File: config.mk
export PLATFORM = sky130hd
export DESIGN_NAME = vram_arbiter
export DESIGN_NICKNAME = d
export VERILOG_FILES = /design/src/rtl/vram_arbiter.sv
export SDC_FILE = /design/constraint.sdc
export NUM_CORES = 1
export LEC_CHECK = 0
export CAP_MARGIN = 25
export CORE_UTILIZATION = 39
export DETAILED_ROUTE_END_ITERATION = 6
export PLACE_DENSITY = 0.88
export SETUP_SLACK_MARGIN = 0.4
export SYNTH_ARGS = -nofsm -noshare
export SYNTH_HDL_FRONTEND = slang
export SYNTH_SLANG_ARGS = --single-unit
File: constraint.sdc
create_clock -name clk -period 1.8 [get_ports clk]
set_input_delay 0.45 -clock clk [delete_from_list [all_inputs] [get_ports clk]]
set_output_delay 0.45 -clock clk [all_outputs]
set_load 0.05 [all_outputs]
File: src/rtl/vram_arbiter.sv
// Three-way arbiter (video scan-out, CPU, screen-clear) in front of one single-port 128x64x2 VRAM.
// Define VRAM_ARB_CLEAR_EN to build the clear engine; otherwise clr_busy is tied low.
module vram_arbiter #(
   parameter int STARVE_LIMIT = 3
) (
   input  logic        clk,
   input  logic        reset,
   input  logic        vid_req,
   input  logic [6:0]  vid_hpos,
   input  logic [5:0]  vid_vpos,
   output logic [1:0]  vid_pixel,
   output logic        vid_valid,
   input  logic        cpu_req,
   input  logic        cpu_we,
   input  logic [6:0]  cpu_hpos,
   input  logic [5:0]  cpu_vpos,
   input  logic [1:0]  cpu_pixeli,
   output logic [1:0]  cpu_pixelo,
   output logic        cpu_ack,
   input  logic        clr_start,
   input  logic [1:0]  clr_value,
   output logic        clr_busy,
   output logic [12:0] mem_addr,
   output logic        mem_we,
   output logic [1:0]  mem_din,
   input  logic [1:0]  mem_dout
);

   // Bit 0 set at the grant edge, bit 1 one edge later; either bit means outstanding.
   logic [1:0]  vid_pipe, cpu_pipe, cpu_rd_pipe;
   logic [3:0]  starve_cnt;
   logic        vid_elig, cpu_elig;
   logic        gnt_vid, gnt_cpu, gnt_clr;
   logic [12:0] clr_addr;
   logic [1:0]  clr_val;

`ifdef VRAM_ARB_CLEAR_EN
   typedef enum logic {CLR_IDLE, CLR_SWEEP} clr_state_t;
   clr_state_t  clr_state, clr_state_nxt;
   logic [12:0] clr_addr_nxt;
   logic [1:0]  clr_val_nxt;

   always_ff @(posedge clk) begin
      if (!reset) begin
         clr_state <= CLR_IDLE;
         clr_addr  <= '0;
         clr_val   <= '0;
      end else begin
         clr_state <= clr_state_nxt;
         clr_addr  <= clr_addr_nxt;
         clr_val   <= clr_val_nxt;
      end
   end

   always_comb begin
      clr_state_nxt = clr_state;
      clr_addr_nxt  = clr_addr;
      clr_val_nxt   = clr_val;
      case (clr_state)
         CLR_IDLE: if (clr_start) begin
            clr_val_nxt   = clr_value;
            clr_addr_nxt  = '0;
            clr_state_nxt = CLR_SWEEP;
         end
         CLR_SWEEP: if (gnt_clr) begin
            clr_addr_nxt = clr_addr + 13'd1;
            if (clr_addr == 13'h1fff) clr_state_nxt = CLR_IDLE;
         end
         default: clr_state_nxt = CLR_IDLE;
      endcase
   end

   assign clr_busy = (clr_state == CLR_SWEEP);
`else
   logic unused_clr;
   assign unused_clr = ^{clr_start, clr_value};
   assign clr_busy   = 1'b0;
   assign clr_addr   = '0;
   assign clr_val    = '0;
`endif

   assign vid_elig = vid_req & ~|vid_pipe;
   assign cpu_elig = cpu_req & ~|cpu_pipe & ~clr_busy;
   assign gnt_cpu  = cpu_elig & ((starve_cnt == 4'(STARVE_LIMIT)) | ~vid_elig);
   assign gnt_vid  = vid_elig & ~gnt_cpu;
   assign gnt_clr  = clr_busy & ~gnt_cpu & ~gnt_vid;

   always_ff @(posedge clk) begin
      if (!reset) begin
         mem_addr    <= '0;
         mem_we      <= 1'b0;
         mem_din     <= '0;
         vid_pipe    <= '0;
         cpu_pipe    <= '0;
         cpu_rd_pipe <= '0;
         vid_valid   <= 1'b0;
         vid_pixel   <= '0;
         cpu_ack     <= 1'b0;
         cpu_pixelo  <= '0;
         starve_cnt  <= '0;
      end else begin
         mem_we <= 1'b0;
         if (gnt_vid) begin
            mem_addr <= {vid_vpos, vid_hpos};
         end else if (gnt_cpu) begin
            mem_addr <= {cpu_vpos, cpu_hpos};
            mem_we   <= cpu_we;
            mem_din  <= cpu_pixeli;
         end else if (gnt_clr) begin
            mem_addr <= clr_addr;
            mem_we   <= 1'b1;
            mem_din  <= clr_val;
         end

         vid_pipe    <= {vid_pipe[0], gnt_vid};
         cpu_pipe    <= {cpu_pipe[0], gnt_cpu};
         cpu_rd_pipe <= {cpu_rd_pipe[0], gnt_cpu & ~cpu_we};

         // VRAM output for a grant at N is stable at N+2; completions land there.
         vid_valid <= vid_pipe[1];
         if (vid_pipe[1]) vid_pixel <= mem_dout;
         cpu_ack   <= cpu_pipe[1];
         if (cpu_rd_pipe[1]) cpu_pixelo <= mem_dout;

         if (cpu_elig && gnt_vid) starve_cnt <= starve_cnt + 4'd1;
         else                     starve_cnt <= '0;
      end
   end

endmodule

Word level (Yosys, flattened, before mapping)
Index checks and enable logic that the tools add are counted.
{"block": "totals", "regBits": 32, "word_cells": 35}
{"block": "classes", "mux": 2, "n_reduce_logical": 9, "n_addsub": 1, "eq_ne": 1, "bitwise": 11}
{"operator": "13-bit two-way mux", "count": 2}
{"operator": "1-bit bitwise AND", "count": 5}
{"operator": "1-bit NOT", "count": 5}
{"operator": "4-bit by 1-bit adder with 4-bit output, second input constant", "count": 1}
{"operator": "4-bit by 2-bit equality test with 1-bit output, second input constant", "count": 1}
{"operator": "2-bit AND reduction", "count": 2}
{"operator": "2-bit OR reduction", "count": 2}
{"operator": "3-bit OR reduction", "count": 1}
{"operator": "1-bit logical NOT", "count": 2}
{"operator": "2-bit nonzero test", "count": 1}
{"operator": "1-bit logical AND", "count": 1}
{"operator": "1-bit bitwise OR", "count": 1}

Depth between registers and ports, before layout
{"block": "logic_depth", "word_depth": 10, "ltp_mapped": 6, "ltp_nobuf": 5}

Worst setup path before layout
Ideal clock, no wire load.
{"block": "synth_timing", "path_type": "register to register", "startpoint": "reg starve_cnt[0]", "endpoint": "reg mem_addr[0]", "setup_slack_ps": 343, "t_arrival_ps": 1382, "path_stages_with_launch": 7, "path_buffers": 1, "synth_period_minus_slack_ps": 1457, "cell_sequence": "dfxtp_1 ha_1 nor3b_2 a21o_1 buf_4 nand2_1 a31oi_1"}
{"block": "synth_via", "elab_chain_cells": 6}
{"item": "start, declared", "line": "31", "text": "logic [3:0] starve_cnt;"}
{"item": "start signal, assigned", "line": "125", "text": "if (cpu_elig && gnt_vid) starve_cnt <= starve_cnt + 4'd1;"}
{"item": "4-bit by 2-bit equality test with 1-bit output *", "line": "84", "text": "assign gnt_cpu = cpu_elig & ((starve_cnt == 4'(STARVE_LIMIT)) | ~vid_elig);"}
{"item": "1-bit bitwise OR *", "line": "84"}
{"item": "1-bit bitwise AND *", "line": "84"}
{"item": "1-bit NOT (no source line)"}
{"item": "1-bit bitwise AND", "line": "85", "text": "assign gnt_vid = vid_elig & ~gnt_cpu;"}
{"item": "13-bit two-way mux / 2-bit nonzero test (equally long branches)"}
{"item": "end signal, assigned", "line": "104", "text": "mem_addr <= {vid_vpos, vid_hpos};"}
{"item": "end signal, assigned", "line": "106", "text": "mem_addr <= {cpu_vpos, cpu_hpos};"}
{"item": "end signal, assigned", "line": "110", "text": "mem_addr <= clr_addr;"}
{"item": "end, declared", "line": "23", "text": "output logic [12:0] mem_addr,"}
Every way passes the cells marked *; elsewhere a longest branch is shown, timed or not.
A chain may end at the register's enable or synchronous reset.

Worst setup path after layout
{"block": "layout_timing", "startpoint": "reg vid_pipe[1]", "endpoint": "reg mem_addr[5]"}
{"block": "layout_via", "elab_chain_cells": 9}
{"item": "start, declared", "line": "30", "text": "logic [1:0] vid_pipe, cpu_pipe, cpu_rd_pipe;"}
{"item": "start signal, assigned", "line": "115", "text": "vid_pipe <= {vid_pipe[0], gnt_vid};"}
{"item": "2-bit OR reduction *", "line": "82", "text": "assign vid_elig = vid_req & ~|vid_pipe;"}
{"item": "1-bit logical NOT *", "line": "82"}
{"item": "1-bit bitwise AND *", "line": "82"}
{"item": "1-bit NOT", "line": "84"}
{"item": "1-bit bitwise OR", "line": "84"}
{"item": "1-bit bitwise AND", "line": "84"}
{"item": "1-bit NOT (no source line)"}
{"item": "1-bit bitwise AND", "line": "85"}
{"item": "13-bit two-way mux / 2-bit nonzero test (equally long branches)"}
Marks and branches as above.

==> flow_summary.yaml <==
power:
  p_sw_frac: 0.325
  p_int_mw: 1.11
  combPwrFrac: 0.298
  power.static_leakage_nw: 0.873
  p_per_area_mw_per_mm2: 788
  clkPwrFrac: 0.229
  p_sw_mw: 0.533
  seqPwrFrac: 0.473
  power_mw: 1.64
  ir_drop_v: 0.000452
global_routing:
  grt_overflow_total: 0
  grt_max_degree: 27
  grt_pass1_wl_um: 4850
  grt_pass1_vias: 1106
  track_usage: 0.194
  antenna_found_initial: 0
critical_path:
  r2r_start: "vid_pipe[1]"
  critPathLaunchType: "flop"
  path_class: "flop to flop"
  crit_chain: "or3b_4 -> a21oi_4 -> buf_6 -> buf_12 -> nand2_4 -> a31oi_4"
  cp_max_fo: 7
  reg2reg_setup_slack_ns: 0.32
  startpoint: "vid_pipe[1]"
  crit_path_top_delay_cell: "or3b_4"
  reg2reg_depth: 6
  max_stage_delay_ns: 0.44
  worstPathRequired_ns: 2.05
  r2r-end: "mem_addr[5]"
  worstSetupEndpointType: "flop"
  cp-endpoint: "mem_addr[5]"
  worstPathArrival_ns: 1.73
cts:
  cts_tree: "yes"
  clock_latency_ns: 0.33
  cts_buffer_depth: 2
  cts_hold_buf: 0
  cts_max_level: 2
  clk_pin_slew_ns: 0.09
  clock-sinks: 32
  ctsRootBufferMaster: "clkbuf_4"
  cts-buffers-inserted: 5
sta:
  period_needed_ns: 1.48
  drv_slew: 0
  holdWs_ns: 0.454
  finalSetupTns_ns: 0
  hold_viol: 0
  fin_ws_ns: 0.324
  fin_crit_sh: 0.820
  fmax_mhz: 677
  skew_ns: 0.00955
  setup_viol: 0
  grt_setup_unrepaired: "yes"
logic_synthesis:
  synth_area_sq_mm: 0.00123
  synth_area_leaders: "dfxtp_1, nand2_1, a31oi_1, o21ai_0, mux2i_1"
  yosysWarnings: 0
  ys_ff_latch: 32
  ys.flop_type: "dfxtp_1"
  synth.most_common_cell: "dfxtp_1"
  syn_inst: 133
  netlist_top_cells_count: "dfxtp_1, nand2_1, a31oi_1, o21ai_0, and2_1"
  ys_seq_area_frac: 0.519
  synth_edf_count: 0
  synth_cell_types: 25
  synth.largest_area_cell: "dfxtp_1"
  synthArstFlopShare: 0
  synth_nets: 172
  yosys.area.top_type_share: 0.519
  syn_area_per_cell_sq_um: 9.29
finish:
  fin_cells: 245
  fill_cells: 242
  diodes: 0
  synthToLayoutAreaGrowth_pct: 68.5
  final_cell_area_sq_mm: 0.00208
  final_core_util: 0.687
  drive_above_1_share: 0.323
  final_nets: 240
floorplanning:
  dieWidth_um: 58.3
  boundaryPins: 61
  rows: 20
  die_h_um: 58.3
  start_util: 0.408
  core_area_sq_mm: 0.00303
  die_area_sq_mm: 0.00340
drt:
  routed_wirelength_um: 3010
  routedWlPerCell_um: 12.3
  vias: 1173
  drc: 0
  drt_iter0_markers: 24
  drtAntennaViolNets: 0
  first_pass_iters: 4
  viasPerCell: 4.79
place:
  port_buffers: 56
  place_ws_ns: -0.217
  dp_cells: 232
  place_area_sq_mm: 0.00183
  post-dp-hpwl_um: 1900
  gp_congestion: 0.744
outcome:
  status: "completed"
min_path:
  holdCritPathClass: "flop to flop"
job:
  max-cap-violations: 0
[routing by layer]
| metal | track usage | up-vias | routed length [um] | share of wire |
|---|---|---|---|---|
| li1 | - | 585 | - | - |
| met1 | 0.200 | 532 | 1160 | 0.39 |
| met2 | 0.330 | 49 | 1540 | 0.51 |
| met3 | 0.105 | 7 | 246 | 0.082 |
| met4 | 0.0782 | 0 | 53 | 0.018 |
| met5 | 0 | - | 0 | 0 |
[critical path: cells and delay by family (launching register included)]
| family | cells | cell delay [ns] |
|---|---|---|
| and+or+nand+nor | 2 | 0.50 |
| AOI/OAI and AO/OA | 2 | 0.33 |
| DFF | 1 | 0.33 |
| buffers and inverters | 2 | 0.25 |
[worst min-delay path by stage]
| stage | cells after the start | end | start |
|---|---|---|---|
| floorplan | 1 | cpu_rd_pipe[1] | cpu_rd_pipe[0] |
| global placement | 1 | cpu_rd_pipe[1] | cpu_rd_pipe[0] |
| detailed placement | 1 | cpu_rd_pipe[1] | cpu_rd_pipe[0] |
| CTS | 1 | cpu_rd_pipe[1] | cpu_rd_pipe[0] |
| global route | 1 | cpu_rd_pipe[1] | cpu_rd_pipe[0] |
| finish | 1 | cpu_rd_pipe[1] | cpu_rd_pipe[0] |
[logic make-up after synthesis]
| group | Yosys count | share of synthesized area |
|---|---|---|
| compound gates | 30 | 0.152 |
| mux | 6 | 0.0486 |
| fa+ha+maj | 1 | 0.0101 |
| buf+inv | 8 | 0.0405 |
| xor+xnor | 2 | 0.0142 |
| other cells | 1 | 0.00304 |
| simple gates | 53 | 0.213 |
| flops | 32 | 0.519 |
[sequential cells by signal (all words and copies together) (netlist names)]
register	cells
cpu_ack	1
cpu_pipe	2
cpu_pixelo	2
cpu_rd_pipe	2
mem_addr	13
mem_din	2
mem_we	1
starve_cnt	4
vid_pipe	2
vid_pixel	2
vid_valid	1
[cell type report]
type,instances,area (sq um),area share
flip-flops and latches,32,644,0.310
repair buffers,68,653,0.314
multi-input cells,93,678,0.326
clock buffers,6,41.3,0.0198
clock inverters,1,5.00,0.00241
well taps,44,55.1,0.0265
inverters,1,3.75,0.00180
[power groups by stage]
stage	registers (mW)	logic, mW	clock network [mW]
detailed placement	0.791	0.419	0
CTS	0.776	0.450	0.381
floorplan	0.920	0.119	0
finish	0.776	0.489	0.375
global placement	0.789	0.415	0
global route	0.781	0.519	0.423
[cell usage in the layout, fill, tap and decap left out, types with 2 or more instances in the layout]
cell type,count
dfxtp_1,29
a31oi_4,3
o21ai_2,2
nor2_1,6
nand2_1,16
o21ai_0,13
mux2i_1,6
and2_1,7
buf_6,4
buf_4,27
nand3_1,2
dfxtp_2,3
dlygate4sd2_1,2
clkbuf_4,5
a31oi_1,10
nor2b_1,6
nand2_4,7
nor3b_4,2
buf_12,2
nand2_2,4
clkdlybuf4s50_1,32
[repair_timing]
action | CTS | global route
endpoints found under the setup margin | 20 | 18
buffers inserted | 5 | 0
gates cloned | 1 | 0
gates resized for setup | 15 | 20
pin swaps | 3 | 20
(Power assumes the default switching activity.)
